## config.mk

```make
export PLATFORM = sky130hd
export DESIGN_NAME = dma_arbiter_flat
export DESIGN_NICKNAME = d
export VERILOG_FILES = /design/src/rtl/dma_arbiter_if.sv /design/src/rtl/dma_arbiter.sv /design/src/flat_wrapper.sv
export SDC_FILE = /design/constraint.sdc
export NUM_CORES = 1
export LEC_CHECK = 0
export CORE_ASPECT_RATIO = 1.75
export CORE_MARGIN = 3
export CORE_UTILIZATION = 40
export CTS_CLUSTER_DIAMETER = 200
export CTS_CLUSTER_SIZE = 25
export DETAILED_ROUTE_END_ITERATION = 16
export SLEW_MARGIN = 40
export SYNTH_ARGS = -nofsm -noshare
export SYNTH_HDL_FRONTEND = slang
export SYNTH_SLANG_ARGS = --single-unit
```

## constraint.sdc

```tcl
create_clock -name clk -period 6.05 [get_ports clk]
set_input_delay 1.815 -clock clk [delete_from_list [all_inputs] [get_ports clk]]
set_output_delay 1.815 -clock clk [all_outputs]
set_load 0.01 [all_outputs]
```

## src/rtl/dma_arbiter_if.sv

```systemverilog
// Signal bundle between dma_arbiter, its requesters and the shared dma_controller.
// slave = the arbiter; master = the requesters together with the controller's done line.
interface dma_arbiter_if #(
    parameter int NUM_REQ = 2,
    parameter int ADDR_W  = 4,
    parameter int SIZE_W  = 5
);
    logic [NUM_REQ-1:0]        req;
    logic [NUM_REQ*ADDR_W-1:0] req_addr;
    logic [NUM_REQ*SIZE_W-1:0] req_size;
    logic [NUM_REQ-1:0]        grant;
    logic [NUM_REQ-1:0]        cmp;
    logic [NUM_REQ-1:0]        err;
    logic                      busy;
    logic                      dma_start;
    logic [ADDR_W-1:0]         dma_start_address;
    logic [SIZE_W-1:0]         dma_transfer_size;
    logic                      dma_done;

    modport slave (
        input  req, req_addr, req_size, dma_done,
        output grant, cmp, err, busy, dma_start, dma_start_address, dma_transfer_size
    );

    modport master (
        output req, req_addr, req_size, dma_done,
        input  grant, cmp, err, busy, dma_start, dma_start_address, dma_transfer_size
    );
endinterface

```

## src/rtl/dma_arbiter.sv

```systemverilog
// Round-robin arbiter sharing one dma_controller between NUM_REQ requesters,
// with job validation and a BUSY watchdog.
//
//  state    | meaning
//  ---------+-----------------------------------------------------------
//  S_IDLE   | waiting for any req; picks winner, latches its job
//  S_CHECK  | validates size/range of the latched job
//  S_LAUNCH | dma_start pulse, address/size presented to controller
//  S_ARM    | one cycle where a stale dma_done from the last job is ignored
//  S_BUSY   | waiting for dma_done, watchdog running
//  S_DONE   | cmp/err pulse to owner, grant released on exit
module dma_arbiter #(
    parameter int NUM_REQ   = 2,
    parameter int ADDR_W    = 4,
    parameter int SIZE_W    = 5,
    parameter int MEM_DEPTH = 16,
    parameter int TIMEOUT   = 255
) (
    input logic          clk,
    input logic          rst,
    dma_arbiter_if.slave bus
);
    localparam int IDX_W = (NUM_REQ > 1) ? $clog2(NUM_REQ) : 1;
    localparam int SUM_W = ((ADDR_W > SIZE_W) ? ADDR_W : SIZE_W) + 1;
    localparam int WD_W  = 8;

    typedef enum logic [2:0] {
        S_IDLE,
        S_CHECK,
        S_LAUNCH,
        S_ARM,
        S_BUSY,
        S_DONE
    } state_t;

    state_t            state;
    logic [IDX_W-1:0]  rr_ptr;
    logic [IDX_W-1:0]  job_idx;
    logic [ADDR_W-1:0] job_addr;
    logic [SIZE_W-1:0] job_size;
    logic [WD_W-1:0]   watchdog;

    logic [IDX_W-1:0]  win_idx;
    logic [IDX_W-1:0]  hi_idx;
    logic [IDX_W-1:0]  lo_idx;
    logic              hi_found;
    logic              lo_found;
    logic              win_found;
    logic [ADDR_W-1:0] sel_addr;
    logic [SIZE_W-1:0] sel_size;
    logic [SUM_W-1:0]  job_end;
    logic              job_bad;
    logic [WD_W-1:0]   wd_next;

    function automatic logic [NUM_REQ-1:0] onehot(input logic [IDX_W-1:0] idx);
        onehot      = '0;
        onehot[idx] = 1'b1;
    endfunction

    // Lowest requester above rr_ptr wins; otherwise wrap to the lowest at or below it.
    always_comb begin
        hi_idx   = '0;
        lo_idx   = '0;
        hi_found = 1'b0;
        lo_found = 1'b0;
        for (int i = NUM_REQ - 1; i >= 0; i--) begin
            if (bus.req[i]) begin
                if (IDX_W'(i) > rr_ptr) begin
                    hi_idx   = IDX_W'(i);
                    hi_found = 1'b1;
                end else begin
                    lo_idx   = IDX_W'(i);
                    lo_found = 1'b1;
                end
            end
        end
        win_idx   = hi_found ? hi_idx : lo_idx;
        win_found = hi_found | lo_found;
    end

    always_comb begin
        sel_addr = '0;
        sel_size = '0;
        for (int i = 0; i < NUM_REQ; i++) begin
            if (IDX_W'(i) == win_idx) begin
                sel_addr = bus.req_addr[i*ADDR_W +: ADDR_W];
                sel_size = bus.req_size[i*SIZE_W +: SIZE_W];
            end
        end
    end

    // Sum is one bit wider than either operand so an out-of-range job cannot wrap to look valid.
    always_comb begin
        job_end = SUM_W'(job_addr) + SUM_W'(job_size);
        job_bad = (job_size == '0) || (job_end > SUM_W'(MEM_DEPTH));
        wd_next = watchdog + WD_W'(1);
    end

    always_ff @(posedge clk) begin
        if (rst) begin
            state                 <= S_IDLE;
            rr_ptr                <= IDX_W'(NUM_REQ - 1);
            job_idx               <= '0;
            job_addr              <= '0;
            job_size              <= '0;
            watchdog              <= '0;
            bus.grant             <= '0;
            bus.cmp               <= '0;
            bus.err               <= '0;
            bus.busy              <= 1'b0;
            bus.dma_start         <= 1'b0;
            bus.dma_start_address <= '0;
            bus.dma_transfer_size <= '0;
        end else begin
            case (state)
                S_IDLE: begin
                    if (win_found) begin
                        job_idx   <= win_idx;
                        job_addr  <= sel_addr;
                        job_size  <= sel_size;
                        rr_ptr    <= win_idx;
                        bus.grant <= onehot(win_idx);
                        bus.busy  <= 1'b1;
                        state     <= S_CHECK;
                    end
                end
                S_CHECK: begin
                    if (job_bad) begin
                        bus.cmp <= onehot(job_idx);
                        bus.err <= onehot(job_idx);
                        state   <= S_DONE;
                    end else begin
                        bus.dma_start         <= 1'b1;
                        bus.dma_start_address <= job_addr;
                        bus.dma_transfer_size <= job_size;
                        state                 <= S_LAUNCH;
                    end
                end
                S_LAUNCH: begin
                    bus.dma_start <= 1'b0;
                    state         <= S_ARM;
                end
                S_ARM: begin
                    watchdog <= '0;
                    state    <= S_BUSY;
                end
                S_BUSY: begin
                    watchdog <= wd_next;
                    if (bus.dma_done) begin
                        bus.cmp <= onehot(job_idx);
                        bus.err <= '0;
                        state   <= S_DONE;
                    end else if (wd_next == WD_W'(TIMEOUT)) begin
                        bus.cmp <= onehot(job_idx);
                        bus.err <= onehot(job_idx);
                        state   <= S_DONE;
                    end
                end
                S_DONE: begin
                    bus.cmp   <= '0;
                    bus.err   <= '0;
                    bus.grant <= '0;
                    bus.busy  <= 1'b0;
                    watchdog  <= '0;
                    state     <= S_IDLE;
                end
                default: begin
                    state <= S_IDLE;
                end
            endcase
        end
    end
endmodule
```

## src/flat_wrapper.sv

```systemverilog
// flat-port wrapper written by rule: the top's interface ports become plain ports
module dma_arbiter_flat 
#(
    parameter int NUM_REQ   = 2,
    parameter int ADDR_W    = 4,
    parameter int SIZE_W    = 5,
    parameter int MEM_DEPTH = 16,
    parameter int TIMEOUT   = 255
)
  (clk, rst, bus_req, bus_req_addr, bus_req_size, bus_dma_done, bus_grant, bus_cmp, bus_err, bus_busy, bus_dma_start, bus_dma_start_address, bus_dma_transfer_size);
  dma_arbiter_if #(.NUM_REQ(NUM_REQ), .ADDR_W(ADDR_W), .SIZE_W(SIZE_W)) bus_i ();
  input logic clk;
  input logic rst;
  input wire logic [$bits(bus_i.req)-1:0] bus_req;
  input wire logic [$bits(bus_i.req_addr)-1:0] bus_req_addr;
  input wire logic [$bits(bus_i.req_size)-1:0] bus_req_size;
  input wire logic [$bits(bus_i.dma_done)-1:0] bus_dma_done;
  output wire logic [$bits(bus_i.grant)-1:0] bus_grant;
  output wire logic [$bits(bus_i.cmp)-1:0] bus_cmp;
  output wire logic [$bits(bus_i.err)-1:0] bus_err;
  output wire logic [$bits(bus_i.busy)-1:0] bus_busy;
  output wire logic [$bits(bus_i.dma_start)-1:0] bus_dma_start;
  output wire logic [$bits(bus_i.dma_start_address)-1:0] bus_dma_start_address;
  output wire logic [$bits(bus_i.dma_transfer_size)-1:0] bus_dma_transfer_size;
  assign bus_i.req = bus_req;
  assign bus_i.req_addr = bus_req_addr;
  assign bus_i.req_size = bus_req_size;
  assign bus_i.dma_done = bus_dma_done;
  assign bus_grant = bus_i.grant;
  assign bus_cmp = bus_i.cmp;
  assign bus_err = bus_i.err;
  assign bus_busy = bus_i.busy;
  assign bus_dma_start = bus_i.dma_start;
  assign bus_dma_start_address = bus_i.dma_start_address;
  assign bus_dma_transfer_size = bus_i.dma_transfer_size;
  dma_arbiter #(.NUM_REQ(NUM_REQ), .ADDR_W(ADDR_W), .SIZE_W(SIZE_W), .MEM_DEPTH(MEM_DEPTH), .TIMEOUT(TIMEOUT)) u_core (.clk(clk), .rst(rst), .bus(bus_i));
endmodule
```

-- Word-level counts from Yosys, hierarchy flattened
Index checks and enable logic that the tools add are counted.
- register bits: 39
- bits of input ports: 23
- output and inout bits: 17
- word-level logic and storage cells: 87
- $add $sub $neg: 2
- $lt $le $gt $ge: 7
- equality and inequality tests: 10
- muxes and demuxes: 37
- bitwise gates (word level): 2
- reduce and logical (&&, ||, !) cells: 16
- operators with widths (operator ; count):
    $mux W1 ; 17
    $pmux W8 S2 ; 1
    $pmux W3 S5 ; 1
    $mux W3 ; 4
    $pmux W2 S3 ; 2
    $mux W2 ; 5
    $reduce_and A2 Y1 ; 5
    $add A8 B1 Y8 const B ; 1
    $eq A8 B8 Y1 const B ; 1
    $add A4 B5 Y6 ; 1
    $eq A3 B2 Y1 const B ; 2
    $eq A3 B3 Y1 const B ; 2
    $gt A6 B5 Y1 const B ; 1
    $reduce_bool A2 Y1 ; 3
    $logic_not A5 Y1 ; 1
    $mux W5 ; 1
    $lt A1 B2 Y1 const B ; 2
    $mux W4 ; 1
    $ne A2 B1 Y1 const B ; 2
    $pmux W1 S2 ; 2
    $pmux W2 S2 ; 1
    $eq A3 B1 Y1 const B ; 1
    $logic_not A3 Y1 ; 1
    $ne A3 B2 Y1 const B ; 1
    11 further kinds ; 15

-- Logic depth before layout (Yosys ltp)
Gate-level depths: netlist of the first run.
- word-level depth: 12
- mapped depth: 9
- mapped depth without buffers: 8

-- Least setup slack after synthesis of the first run
No wires, ideal clock.
- path type: input-to-reg
- start point: input bus_dma_done
- end point: register u_core.bus.cmp[0]
- library setup time: 0.118 ns
- arrival time: 2.899 ns
- required time: 5.932 ns
- setup slack: 3.033 ns
- cell stages on the path: 6
- path buffers: 0
- cell sequence: or4b_4 a31o_1 o211ai_2 a21oi_2 and2_4 mux2i_1
- word-level cells in the longest chain between the ends: 2
- elaborated cells between the ends (all ways): 4
- those cells by class: eq/ne (1); mux (2); reduce/logical (1)
- ends and longest elaborated chain (what ; RTL line ; text):
    from (decl) ; flat_wrapper.sv:17 ; input wire logic [$bits(bus_i.dma_done)-1:0] bus_dma_done;
    $ne A3 B2 Y1 (no line) or $mux W2 (tied branches) ; n/a ;
    $reduce_and A3 Y1 (no line) or $pmux W2 S3 (tied branches) ; n/a ;
    to (signal assigned) ; dma_arbiter.sv:129 ; bus.cmp <= onehot(job_idx);
    to (signal assigned) ; dma_arbiter.sv:150 ; bus.cmp <= onehot(job_idx);
    to (signal assigned) ; dma_arbiter.sv:154 ; bus.cmp <= onehot(job_idx);
    to (decl) ; dma_arbiter_if.sv:22 ; output grant, cmp, err, busy, dma_start, dma_start_address, dma_transfer_size
Parallel ways exist; a longest one is shown, timed or not.
A chain may end at the register's enable or synchronous reset.

-- Worst setup path after layout of the first run
Same ends and word-level chain as after synthesis.

==> metrics list, run 1 <==
- Top achievable clock speed: roughly 310 MHz
- Count of warnings emitted by yosys: 0
- Antenna violations before repair: 0
* Post CTS Setup Buffer Count: 0
- 1st-pass router iterations: 6
- Number of fillers in the final layout: ~470
- Arrival time of data at the critical path endpoint: 3.40 ns
- Slew @ Worst Pin: between 0.6 and 0.7 ns
- Across the run, the number of max-cap violations was 0.
- Compared with the post-synthesis result, the final layout area differs by 26.8%.
- Number of placed cells counting well taps: 311
- Headroom to the max-slew limit came out at a little under three fifths.
* Worst Setup Slack, final: 2.83 ns
- Clk root buf: sky130_fd_sc_hd__clkbuf_8
* HPWL after detailed placement: 3.42 mm
- For this run the aggregate overflow at the end of global routing stands at 0.
- In this run the count of I/O pins placed on the die edge is 40.
- Total Negative Setup Slacks: 0 ns
* Largest incremental delay on the critical path: 0.53 ns
* Port buffer count: 39
* Starting utilization of the core area: between 40% and 50%
- Type of the setup path with the least slack: in2reg
- Layout cells sized above 1: approximately 6.4%
* Maximum level of the CTS H-tree: 2
* Placement Setup Slack: between 2 and 3 ns
* Sequential fraction of the synthesis area: 38.5%
* Routed via count: between 1500 and 2000
* Worst setup slack for register-to-register paths: about 3.4 ns
- Global-route usage over all layers: 17.1%
- TritonCTS built the clock tree.
* Synthesized area: around 0.0020 mm2
* Pwr Density: 509 mW/mm2
- Synthesis inferred 39 register bits.
* Status: finished, final reports clean
- Global placer's final weighted congestion: a little under 0.8
- The first global-routing pass estimated between 7 and 8 mm of wire.
* Average via count per standard cell: roughly 5.4
- Of the total synthesized cell area, the portion taken by AND, OR, NAND and NOR gates is 19.7%.
- Clock latency on the worst-skew pair, taken at its later pin, is approximately 0.29 ns.
- Entering global routing, the biggest net connects 39 pins.
* Worst-path cell chain: clkdlybuf4s50_1 > or4b_4 > a31oi_1 > a21oi_2 > and2_4 > mux2i_1
- The worst path needs 3.22 ns of the cycle, external delays included.
* Clk sinks: 39
* Area share of fa/ha/maj cells after synthesis: 4.69%
- After the flow finishes, the layout carries non-filler instances totaling around 320.
* Startpoint of the lowest-slack register-to-register path: u_core.job_size[0]$_SDFFE_PP0P_
- Largest vdd supply drop: 0.316 mV
- Net count of the finished layout: ~300
* Leakage power figure: about 0.97 nW
* Post-detailed-placement cell area: between 0.002 and 0.0025 mm2
- Avg Cell Area, Syn: roughly 8.7 um2
* Share of synthesized area spent on multiplexers: 10.4%
- Startpoint type of the worst setup path: input pin
- Die extent in x: 59.8 um
- Dividing the detail-routed wire length by the instance count gives ~14 um.
* Die outline height: ~100 um
- Synthesis produced a netlist whose cell count is roughly 230.
* Final cell area excluding filler cells: 0.00257 mm2
* Number of instances on the worst hold path: 2
- The repair_antennas step left the layout with diodes totalling 0.
- The count of endpoints failing hold in the final timing report came to 0.
- CP max-delay cell: sky130_fd_sc_hd__or4b_4
- In this run the standard cell core region covers roughly 0.0048 mm2.
- Measured in cells, the most critical reg-to-reg path has a length of 8.
* Setup Skew: about 0.010 ns
- Number of placement rows: 33
- Distinct cell type count of the synthesized netlist: just under 50
* Number of setup violations in the final report: 0
- The clock passes through at most 2 buffers.
* CTS clock-pin slew for the worst setup and hold paths: approximately 0.080 ns
- The number of gates resized after CTS was 0.
* Share of async-settable or async-resettable flops after synthesis: 0%
* Combinational family with the most area after synthesis: compound AO/OA/AOI/OAI gates
- In this run, the number of DRC markers left after iteration 0 of detailed routing was 84.
- Largest driver fanout on the critical path: 5
* ANT nets after route: 0
* Hold EP: u_core.bus.busy$_SDFFE_PP0P_
- The synthesized netlist devotes around a fifth of its cell area to compound gates.
- Hold path start: u_core.bus.busy$_SDFFE_PP0P_
- RSZ-0062 raised after global routing: no
* Nature of the critical path endpoint: flop
* Xor and xnor area share after synthesis: ~1.7%
- Dividing the final minimum period by the clock period gives 53.1%.
- Leading cell types in the layout, fill and taps excluded: sky130_fd_sc_hd__clkdlybuf4s50_1 (39), sky130_fd_sc_hd__dfxtp_1 (39), sky130_fd_sc_hd__nor2_1 (35)
* Required arrival time at the worst endpoint: ~6.2 ns
- Count of final max-slew check failures: 0
- Worst r2r dst: u_core.bus.dma_start_address[0]$_SDFFE_PP0P_
* Count of flip-flops with a built-in enable after synthesis: 0
- The die covers between 0.005 and 0.006 mm2.
- Total length of routed wires: 4.61 mm
- Counting every net in the synthesized netlist gives about 260.
- Class of the worst hold path: reg2reg
* Remaining routing DRC violations: 0
* Number of global-route vias before repair: approximately 1700
* Cts-stage hold buffer count: 0
* TritonCTS buffer count: 5
- The most used flip-flop cell after synthesis is sky130_fd_sc_hd__dfxtp_1.
[critical path: cells and delay by family]
kind                   cells  cell delay, ns
AND/OR/NAND/NOR            2            0.70
buffers and inverters      1            0.40
AO/OA/AOI/OAI              2            0.37
multiplexers               1            0.11
[through the flow]
step | util, % | hold WS (ns) | power (mW)
6_report | 53.7 | 0.464 | 1.31
5_1_grt | 53.7 | 0.494 | 1.43
4_1_cts | 53.7 | 0.467 | 1.33
3_5_place_dp | 50.9 | 0.446 | 1.07
3_3_place_gp | 50.7 | 0.439 | 1.05
2_1_floorplan | - | 0.452 | 0.882
[worst max-delay path by stage]
stage / to / from
after floorplan: u_core.bus.cmp[0]$_SDFFE_PP0P_ / bus_dma_done
after global placement: u_core.job_size[4]$_SDFFE_PP0P_ / bus_req[0]
after detailed placement: u_core.bus.cmp[0]$_SDFFE_PP0P_ / bus_dma_done
after CTS: u_core.bus.cmp[0]$_SDFFE_PP0P_ / bus_dma_done
after global routing: u_core.bus.cmp[1]$_SDFFE_PP0P_ / bus_dma_done
final: u_core.bus.cmp[0]$_SDFFE_PP0P_ / bus_dma_done
[layer usage]
| layer | global-route usage [%] | vias to the layer above | share of wire, % |
|---|---|---|---|
| li1 | - | 903 | - |
| met1 | 17.8 | 773 | 39 |
| met2 | 31.4 | 37 | 56 |
| met3 | 3.35 | 10 | 3.0 |
| met4 | 7.85 | 0 | 2.3 |
| met5 | 0 | - | 0 |
[flip-flops by register name (all words and copies together) (netlist names), 2 cells and up]
signal	cells
u_core.watchdog	8
u_core.bus.dma_transfer_size	5
u_core.job_size	5
u_core.bus.dma_start_address	4
u_core.job_addr	4
u_core.state	3
u_core.bus.cmp	2
u_core.bus.err	2
u_core.bus.grant	2
[report_power, final]
group | internal (mW) | total, mW | switching [mW]
registers | 0.336 | 0.444 | 0.108
clock network | 0.165 | 0.258 | 0.0933
logic | 0.292 | 0.607 | 0.315
total | 0.794 | 1.31 | 0.516
[final cells by class]
type	count	area, um2	area share, %
clock inverters	2	60.1	2.34
well taps	52	65.1	2.53
clock buffers	6	72.6	2.82
multi-input cells	176	1180	45.7
flip-flops and latches	39	781	30.4
inverters	3	11.3	0.438
repair buffers	41	405	15.8
[kinds of logic (layout without fill, tap and decap cells)]
logic type / after synthesis / in the layout
simple gates: 81 / 81
compound gates: 63 / 63
flops: 39 / 39
mux: 21 / 21
buf+inv: 19 / 52
fa+ha+maj: 7 / 7
xor+xnor: 4 / 4
[cells in the mapped netlist, drive strengths merged (5+ instances only)]
master / n / area (um2)
a21oi: 19 / 98.9
nand3: 6 / 30.0
dfxtp: 39 / 781
nor3: 6 / 30.0
nand2b: 8 / 50.1
o21ai: 11 / 55.1
buf: 5 / 33.8
mux2i: 21 / 210
ha: 6 / 75.1
nand2: 9 / 33.8
a211oi: 12 / 90.1
clkbuf: 11 / 41.3
nor2: 35 / 131
Power figures use the tool's default switching activity.
==> run 2: changes to the inputs <==
==> constraint.sdc (replaced) <==
create_clock -name clk -period 3.06 [get_ports clk]
set_input_delay 0.918 -clock clk [delete_from_list [all_inputs] [get_ports clk]]
set_output_delay 0.918 -clock clk [all_outputs]
set_load 0.01 [all_outputs]
==> metrics list, run 2 (synthesis results as in run 1) <==
- The estimated wirelength of the detail-placed design was 3.50 mm (was 3.42 mm).
* Number of setup violations in the final report: 0 (unchanged)
- Routed via count: 1761 (was 1723)
- The placeable core area came to 0.00479 mm2 (unchanged).
* Port buffer count: 39 (unchanged)
- Status: finished, final reports clean (unchanged)
- GR Layer Usage met2: 32.6% (was 31.4%)
* Peak-usage layer in the global routing report: met2 (unchanged)
* Non-Filler Instances: 321 (was 319)
- Top Registers: u_core.watchdog (8), u_core.bus.dma_transfer_size (5), u_core.job_size (5) (unchanged)
* Number of global-route vias before repair: 1718 (was 1724)
- The total of cells resized after clock tree synthesis was 0 (unchanged).
- The depth of the CTS H-tree came to 2 (unchanged).
- The count of filler cells inserted in the layout came to 469 (was 468).
- Remaining routing DRC violations: 0 (unchanged)
- The global-route wire length before repair came to 7.89 mm (was 7.87 mm).
- The worst slew margin relative to its limit was 58.1% (was 55.7%).
* Net count of the finished layout: 298 (was 296)
- Clk sinks: 39 (unchanged)
* PnR Total Power: 2.52 mW (was 1.31 mW)
* Count of boundary I/O pins: 40 (unchanged)
* Number of hold-slack violations in the final timing report: 0 (unchanged)
- The length in cells of the worst reg-to-reg path is 9 (was 8).
- The static power due to leakage was 0.970 nW (was 0.966 nW).
* Drt first-iter violations: 70 (was 84)
* TritonCTS buffer count: 5 (unchanged)
* 1st-pass router iterations: 4 (was 6)
* Nature of the critical path endpoint: flop (unchanged)
- Worst-path cell chain: ha_1 > fa_1 > a21o_1 > a21oi_1 > xnor2_1 > a211oi_2 > buf_4 > mux2i_1 > nor2_1 (was clkdlybuf4s50_1 > or4b_4 > a31oi_1 > a21oi_2 > and2_4 > mux2i_1).
- The cell family contributing the most delay on the critical path was adder cells (was simple AND/OR/NAND/NOR gates).
- Later-pin clock latency in the skew report: 0.28 ns (was 0.29 ns)
* Final Core Density: 53.5% (was 53.7%)
* Slew @ Worst Pin: 0.627 ns (was 0.661 ns)
* Top achievable clock speed: ~410 MHz
- The die span in y is 100 um (unchanged).
- The TritonCTS clock tree is yes (unchanged).
- Post CTS Setup Buffer Count: 0 (unchanged)
* Die extent in x: 59.8 um (unchanged)
- Synth-to-layout area growth: 26.3% (was 26.8%)
- Cts-stage hold buffer count: 0 (unchanged)
* Number of instances on the worst hold path: 2 (unchanged)
- Grt total ovfl: 0 (unchanged)
- Max-capacitance violation count: 0 (unchanged)
* Starting utilization of the core area: 42.3% (unchanged)
- The maximum resistive drop on vdd was 0.531 mV (was 0.316 mV).
* Setup Skew: 0.00810 ns (was 0.0103 ns)
- The clock-pin transition on the worst setup and hold timing paths came to 0.08 ns (about the same).
- The share of post-route cells with drive strength above 1 was 7.06% (was 6.37%).
- Die outline area: 0.00599 mm2 (unchanged)
- RSZ-0062 raised after global routing: no (unchanged).
- The power density normalized to cell area came to 982 mW/mm2 (was 509 mW/mm2).
* Pin count of the biggest net entering global routing: 36 (was 39)
- The average vias per placed instance is 5.49 (was 5.40).
* ANT nets after route: 0 (unchanged)
- Count of final max-slew check failures: 0 (unchanged)
- Maximum buffer depth of the clock tree: 2 (unchanged)
- Period minus WS final: between 2 and 2.5 ns
- Clk root buf: sky130_fd_sc_hd__clkbuf_8 (unchanged)
- The number of antenna violations at the first check in global routing was 0 (unchanged).
- Startpoint type of the worst setup path: flop (was input pin)
- Total length of routed wires: 4.57 mm (was 4.61 mm)
- The critical path required time came to 3.23 ns (was 6.23 ns).
- The cell with the largest stage delay on the worst path was sky130_fd_sc_hd__fa_1 (was sky130_fd_sc_hd__or4b_4).
- The cell count after placement came to 313 (was 311).
- The number of flip-flops under the largest register name is 8 (unchanged).
- Largest incremental delay on the critical path: 0.46 ns (was 0.53 ns)
- Buf/Inv on CP: 1 (unchanged)
* Critical path depth: 9 (was 6)
- The kind of path behind the tightest hold check was reg2reg (unchanged).
- The final critical path takes up between 80% and 90% of the cycle.
- Total Negative Setup Slacks: 0 ns (unchanged)
- M3 GR Usage: 3.22% (was 3.35%)
* Detailed-route wire length per cell: 14.2 um (was 14.5 um)
- The total inserted antenna cells was 0 (unchanged).
- The largest driver fanout on the critical path is 9 (was 5).
* Number of placement rows: 33 (unchanged)
- Arrival time of data at the critical path endpoint: 2.62 ns (was 3.40 ns)
- Met1 track demand over resource in global routing: 17.7% (was 17.8%)
- The final RePlAce weighted congestion is 0.879 (was 0.781).
- Leading cell types in the layout, fill and taps excluded: sky130_fd_sc_hd__clkdlybuf4s50_1 (39), sky130_fd_sc_hd__dfxtp_1 (39), sky130_fd_sc_hd__nor2_1 (35) (unchanged).
- Type of the setup path with the least slack: reg2reg (was in2reg)
- Register ranked first by flip-flop count: u_core.watchdog (unchanged)
* Global-route usage over all layers: 17.0% (was 17.1%)
[run 2: cell types whose count changed in the layout (fill, tap and decap cells not counted)]
cell and change:
sky130_fd_sc_hd__clkbuf_8 +1, sky130_fd_sc_hd__bufinv_16 -1, sky130_fd_sc_hd__nor2b_2 -1, sky130_fd_sc_hd__buf_4 +2, sky130_fd_sc_hd__a211oi_4 -1, sky130_fd_sc_hd__a211oi_2 +1, sky130_fd_sc_hd__clkbuf_1 -1, sky130_fd_sc_hd__nor2b_1 +1
sky130_fd_sc_hd__clkinv_2 +1
[run 2: layout make-up]
cell class,instances,area (um2),area share [%]
multi-input cells,176,1170,45.5
flip-flops and latches,39,781,30.5
repair buffers,43,420,16.4
clock buffers,6,82.6,3.22
well taps,52,65.1,2.54
clock inverters,2,35.0,1.37
inverters,3,11.3,0.440
[run 2: where the power goes]
group / switching (mW) / internal (mW) / leakage [nW] / total (mW)
clock: 0.172 / 0.264 / 0.0612 / 0.435
combinational: 0.613 / 0.589 / 0.590 / 1.20
sequential: 0.213 / 0.665 / 0.319 / 0.878
total: 0.997 / 1.52 / 0.970 / 2.52
[run 2: routing by layer]
layer / up-vias / wire length (um)
met4: 0 / 21
met3: 2 / 150
li1: 907 / -
met5: - / 0
met2: 37 / 2640
met1: 815 / 1750
[run 2: final timing paths]
path,from,endpoint,slack (ns)
setup / recovery,u_core.job_size[0]$_SDFFE_PP0P_,u_core.bus.dma_transfer_size[2]$_SDFFE_PP0P_,0.61
hold / removal,u_core.bus.grant[1]$_SDFFE_PP0P_,u_core.bus.grant[1]$_SDFFE_PP0P_,0.47
setup reg to reg,u_core.job_size[0]$_SDFFE_PP0P_,u_core.bus.dma_transfer_size[2]$_SDFFE_PP0P_,0.61
hold reg to reg,u_core.bus.grant[1]$_SDFFE_PP0P_,u_core.bus.grant[1]$_SDFFE_PP0P_,0.47
[run 2: stage by stage]
| stage | hold WS [ns] | area (um2) | worst slack (ns) |
|---|---|---|---|
| after global routing | 0.492 | 2560 | 0.424 |
| after global placement | 0.443 | 2440 | 0.466 |
| after CTS | 0.471 | 2560 | 0.605 |
| final | 0.469 | 2560 | 0.611 |
| after detailed placement | 0.452 | 2440 | 0.452 |
| after floorplan | 0.452 | 2030 | 0.815 |
[run 2: worst register-to-register path: stages, from the launching register on]
cell and delay [ns]:
sky130_fd_sc_hd__dfxtp_1 0.37, sky130_fd_sc_hd__ha_1 0.26, sky130_fd_sc_hd__fa_1 0.46, sky130_fd_sc_hd__a21o_1 0.20
sky130_fd_sc_hd__a21oi_1 0.17, sky130_fd_sc_hd__xnor2_1 0.14, sky130_fd_sc_hd__a211oi_2 0.25, sky130_fd_sc_hd__buf_4 0.23
sky130_fd_sc_hd__mux2i_1 0.21, sky130_fd_sc_hd__nor2_1 0.05
==> patch 1, RTL diff (flow settings as in run 2) <==
Make the reset (`rst`) asynchronous in one clocked block.
--- a/src/rtl/dma_arbiter.sv
+++ b/src/rtl/dma_arbiter.sv
@@ -97,5 +97,5 @@
     end
 
-    always_ff @(posedge clk) begin
+    always_ff @(posedge clk or posedge rst) begin
         if (rst) begin
             state                 <= S_IDLE;
Check against the original RTL: differs if rst is asserted again (counterexample within 4 cycles, from zero or initial values and one cycle with rst high); with rst held inactive, the same outputs for 10 cycles.
==> patch 1 against run 2 <==
- power rose by 5.0%
- first-iteration DRC count is 4.3% higher
- final cell count up 4.7%
- cell area is 6.4% higher
- sequential share of layout area grew 5.4 points
- sequential cell count stayed put
- worst setup slack worse by 0.21 ns
- synthesized area up 8.9%
- wire length rose by 4.1%
- largest power group unchanged
==> patch 1: results <==
set metrics [dict create \
    use_met3 0.0249 \
    rr_startpoint "u_core.job_size[0]$_DFFE_PP0P_" \
    post-route-util 0.514 \
    initialDrtViolationCount 73 \
    nonClkBufAreaFrac 0.152 \
    hpwlAfterDp_mm 3.53 \
    min-delay-start "u_core.bus.busy$_DFFE_PP0P_" \
    post_dp_cell_area_mm2 0.00263 \
    nNonClkInverters 8 \
    met2_usage 0.299 \
    viasPerCell 5.16 \
    syn_nets 254 \
    clock_buffer_count 8 \
    p_switching_mw 1.02 \
    cellLeakagePower_nw 1.16 \
    fin_nets 291 \
    multi_input_area_share 0.408 \
    hold_ws_ns 0.489 \
    synth_seq_area_share 0.442 \
    worst_pin_slew_ns 0.662 \
    nFlopsAndLatches 39 \
    hold_end "u_core.bus.busy$_DFFE_PP0P_" \
    async_reset_ff_frac 1.00 \
    maxCapViolCount 0 \
    r2r_cells 8 \
    timing.rr.end "u_core.bus.dma_transfer_size[3]$_DFFE_PP0P_" \
    dr_wl_met2_mm 2.72 \
    cp_max_fo 10 \
    reg2reg_slack_ns 0.40 \
    grt_max_degree 40 \
    ys_top_cells_by_area "dfrtp_1 43%, o21ai_0 6.1%, mux2i_1 5.0%" \
    grt_pass1_wl_mm 8.26 \
    clock_power_share 0.143 \
    pwr-share-seq 0.357 \
    grt_use_met1 0.177 \
    routed_wl_mm 4.75 \
    wl_met3_um 126 \
    gp_congestion 0.809 \
    powerDensity_mw_per_mm2 969 \
    synth_cell_types 53 \
    synthCells 224 \
    clockNetworkAreaShare 0.0367 \
    layout-drive-gt1-share 0.122 \
    clock_skew_ns 0.00265 \
    n_all_buffers 42 \
    multi_input_gates 165 \
    track_usage 0.159 \
    arrival_ns 2.83 \
    wl_met1_mm 1.83 \
    n_fill_cell 509 \
    fin_crit_ns 2.66 \
    status "complete, no violations" \
    post-place-ws_ns 0.384 \
]
-- patch 1: cell types whose count changed after synthesis, moves of 5 or more --
| cell | run 2 | this run |
|---|---|---|
| mux2i_1 | 21 | 11 |
| clkbuf_1 | 11 | 5 |
| inv_1 | 3 | 8 |
| nand2_1 | 9 | 28 |
| dfxtp_1 | 39 | 0 |
| nand2b_1 | 8 | 3 |
| a211oi_1 | 12 | 1 |
| o21ai_0 | 7 | 27 |
| nor2_1 | 35 | 13 |
| dfrtp_1 | 0 | 38 |
| mux2_2 | 0 | 9 |
-- patch 1: how the worst max path moves through the flow --
stage | from | endpoint | depth (start not counted)
after floorplan | u_core.job_size[0]$_DFFE_PP0P_ | u_core.bus.cmp[0]$_DFFE_PP0P_ | 8
after global placement | u_core.job_size[0]$_DFFE_PP0P_ | u_core.bus.dma_start_address[3]$_DFFE_PP0P_ | 8
after detailed placement | u_core.job_size[0]$_DFFE_PP0P_ | u_core.bus.dma_start_address[3]$_DFFE_PP0P_ | 8
after global routing | u_core.job_size[0]$_DFFE_PP0P_ | u_core.bus.dma_start_address[0]$_DFFE_PP0P_ | 8
after CTS | u_core.job_size[0]$_DFFE_PP0P_ | u_core.bus.dma_start_address[3]$_DFFE_PP0P_ | 8
final | u_core.job_size[0]$_DFFE_PP0P_ | u_core.bus.dma_transfer_size[3]$_DFFE_PP0P_ | 8
-- patch 1: cell families (layout without fill, tap and decap cells) --
logic type,after synthesis,after routing,share of synthesized area
compound gates,63,63,0.178
fa+ha+maj,7,7,0.0430
flops,39,39,0.442
buf+inv,20,58,0.0544
simple gates,70,70,0.161
xor+xnor,3,3,0.0119
mux,22,22,0.109
==> patch 2, RTL diff (config.mk and constraints of run 2) <==
Without the edit above. `NUM_REQ` is set to 2 in 3 places; all go to 1.
--- a/src/rtl/dma_arbiter_if.sv
+++ b/src/rtl/dma_arbiter_if.sv
@@ -2,5 +2,5 @@
 // slave = the arbiter; master = the requesters together with the controller's done line.
 interface dma_arbiter_if #(
-    parameter int NUM_REQ = 2,
+    parameter int NUM_REQ = 1,
     parameter int ADDR_W  = 4,
     parameter int SIZE_W  = 5
--- a/src/rtl/dma_arbiter.sv
+++ b/src/rtl/dma_arbiter.sv
@@ -11,5 +11,5 @@
 //  S_DONE   | cmp/err pulse to owner, grant released on exit
 module dma_arbiter #(
-    parameter int NUM_REQ   = 2,
+    parameter int NUM_REQ   = 1,
     parameter int ADDR_W    = 4,
     parameter int SIZE_W    = 5,
--- a/src/flat_wrapper.sv
+++ b/src/flat_wrapper.sv
@@ -2,5 +2,5 @@
 module dma_arbiter_flat 
 #(
-    parameter int NUM_REQ   = 2,
+    parameter int NUM_REQ   = 1,
     parameter int ADDR_W    = 4,
     parameter int SIZE_W    = 5,
Interface: changed (6 resized); port bits go from 40 to 27. The function was not compared with the original's and may differ.
==> patch 2 against run 2 <==
- cell area down 19%
- synthesized area down 15%
- critical path type unchanged
- worst setup slack worse by 0.10 ns
- critical endpoint is now u_core.bus.dma_start_address[2]$_SDFFE_PP0P_
- worst hold slack improved by 0.029 ns
- fmax fell by 4.1%
- wire length decreased by 5.5%
- sequential cell count fell by 6
Power is not compared: it rests on default switching activity, and its combinational part moved more than twofold at a synthesized area within 25%.
==> patch 2: results <==
set metrics [dict create \
    status "complete, no violations" \
    synth_common_cells "33 x dfxtp_1, 28 x nand2_1, 27 x a21oi_1, 27 x nor2_1, 9 x mux2i_1" \
    viasPerCell 5.73 \
    antenna_found_initial 0 \
    port_buffers 26 \
    critPathKind "reg2reg" \
    track_usage 0.181 \
    arrival_ns 2.72 \
    cts_resized 0 \
    r2r_cells 8 \
    grt_pass1_vias 1628 \
    grt_overflow 0 \
    ys_top_cells_by_area "dfxtp_1 39%, a21oi_1 7.9%, nand2_1 6.1%" \
    grt_pass1_wl_mm 7.49 \
    synth_seq_area_share 0.385 \
    slew_headroom 0.577 \
    syn_nets 232 \
    ir_worst_vdd_v 0.000345 \
    initialDrtViolationCount 49 \
    synth_cell_types 45 \
    startpoint "u_core.job_size[1]$_SDFFE_PP0P_" \
    hpwlAfterDp_mm 3.25 \
    clk_latency_ns 0.28 \
    routed_wl_mm 4.32 \
    critPathTopFamily "compound AO/OA/AOI/OAI gates" \
    reg_top3 "u_core.watchdog x8, u_core.bus.dma_transfer_size x5, u_core.job_size x5" \
    synth_warnings 0 \
    grt_max_degree 20 \
    cts_max_level 2 \
    timing.rr.end "u_core.bus.dma_start_address[2]$_SDFFE_PP0P_" \
    n_fill_cell 399 \
    rr_startpoint "u_core.job_size[1]$_SDFFE_PP0P_" \
    cellLeakagePower_nw 0.788 \
    gp_congestion 0.840 \
    reg2reg_slack_ns 0.51 \
    clock_skew_ns 0.00616 \
    critPathSlowestCell "a2111o_1" \
    fin_nets 254 \
    cts_root_buf "clkbuf_8" \
    layout-drive-gt1-share 0.0556 \
]
## patch 2: worst register-to-register path: stages (launching register included)
cell and delay (ns):
dfxtp_1 0.43, ha_1 0.26, a211o_1 0.31, a21o_1 0.15
a2111o_1 0.45, a2111oi_2 0.31, buf_4 0.27, mux2i_1 0.20
nor2_1 0.05
## patch 2: worst min path at each step
stage,startpoint,slack [ns],endpoint,cells after the start
after floorplan,u_core.job_addr[0]$_SDFFE_PP0P_,0.45,u_core.job_addr[0]$_SDFFE_PP0P_,2
after global placement,u_core.bus.dma_start_address[0]$_SDFFE_PP0P_,0.47,u_core.bus.dma_start_address[0]$_SDFFE_PP0P_,2
after detailed placement,u_core.bus.dma_start_address[2]$_SDFFE_PP0P_,0.48,u_core.bus.dma_start_address[2]$_SDFFE_PP0P_,2
after CTS,u_core.bus.dma_start_address[2]$_SDFFE_PP0P_,0.50,u_core.bus.dma_start_address[2]$_SDFFE_PP0P_,2
after global routing,u_core.job_addr[2]$_SDFFE_PP0P_,0.53,u_core.job_addr[2]$_SDFFE_PP0P_,2
final,u_core.bus.dma_start_address[2]$_SDFFE_PP0P_,0.50,u_core.bus.dma_start_address[2]$_SDFFE_PP0P_,2
## patch 2: layout make-up
type | count | area share
Multi-Input combinational cell | 159 | 0.464
Sequential cell | 33 | 0.318
Timing Repair Buffer | 29 | 0.136
Clock buffer | 7 | 0.0416
Tap cell | 48 | 0.0289
Inverter | 6 | 0.0108
## patch 2: report_power, final
| group | switching, mW | internal [mW] | leakage, nW |
|---|---|---|---|
| combinational | 0.247 | 0.212 | 0.475 |
| clock | 0.151 | 0.178 | 0.0443 |
| sequential | 0.0934 | 0.488 | 0.268 |
## patch 2: logic make-up after synthesis
family | count (synthesis) | synth area share
mux | 9 | 0.0526
xor+xnor | 3 | 0.0153
flops | 33 | 0.385
fa+ha+maj | 7 | 0.0555
compound gates | 60 | 0.234
simple gates | 80 | 0.206
buf+inv | 20 | 0.0518
## patch 2: metal layers
metal	part of all wire	up-vias	global-route usage
li1	-	797	-
met2	0.56	43	0.331
met3	0.038	9	0.0377
met4	0.020	0	0.101
met5	0	-	0
met1	0.38	767	0.186
## patch 2: per-stage QoR
stage	utilization	setup WS (ns)	cell area (µm²)	std cells	hold WS [ns]
2_1_floorplan	-	0.658	1710	212	0.453
3_3_place_gp	0.496	0.550	1990	275	0.471
4_1_cts	0.517	0.490	2080	282	0.500
3_5_place_dp	0.496	0.505	1990	275	0.485
6_report	0.517	0.507	2080	282	0.497
5_1_grt	0.517	0.351	2080	282	0.530
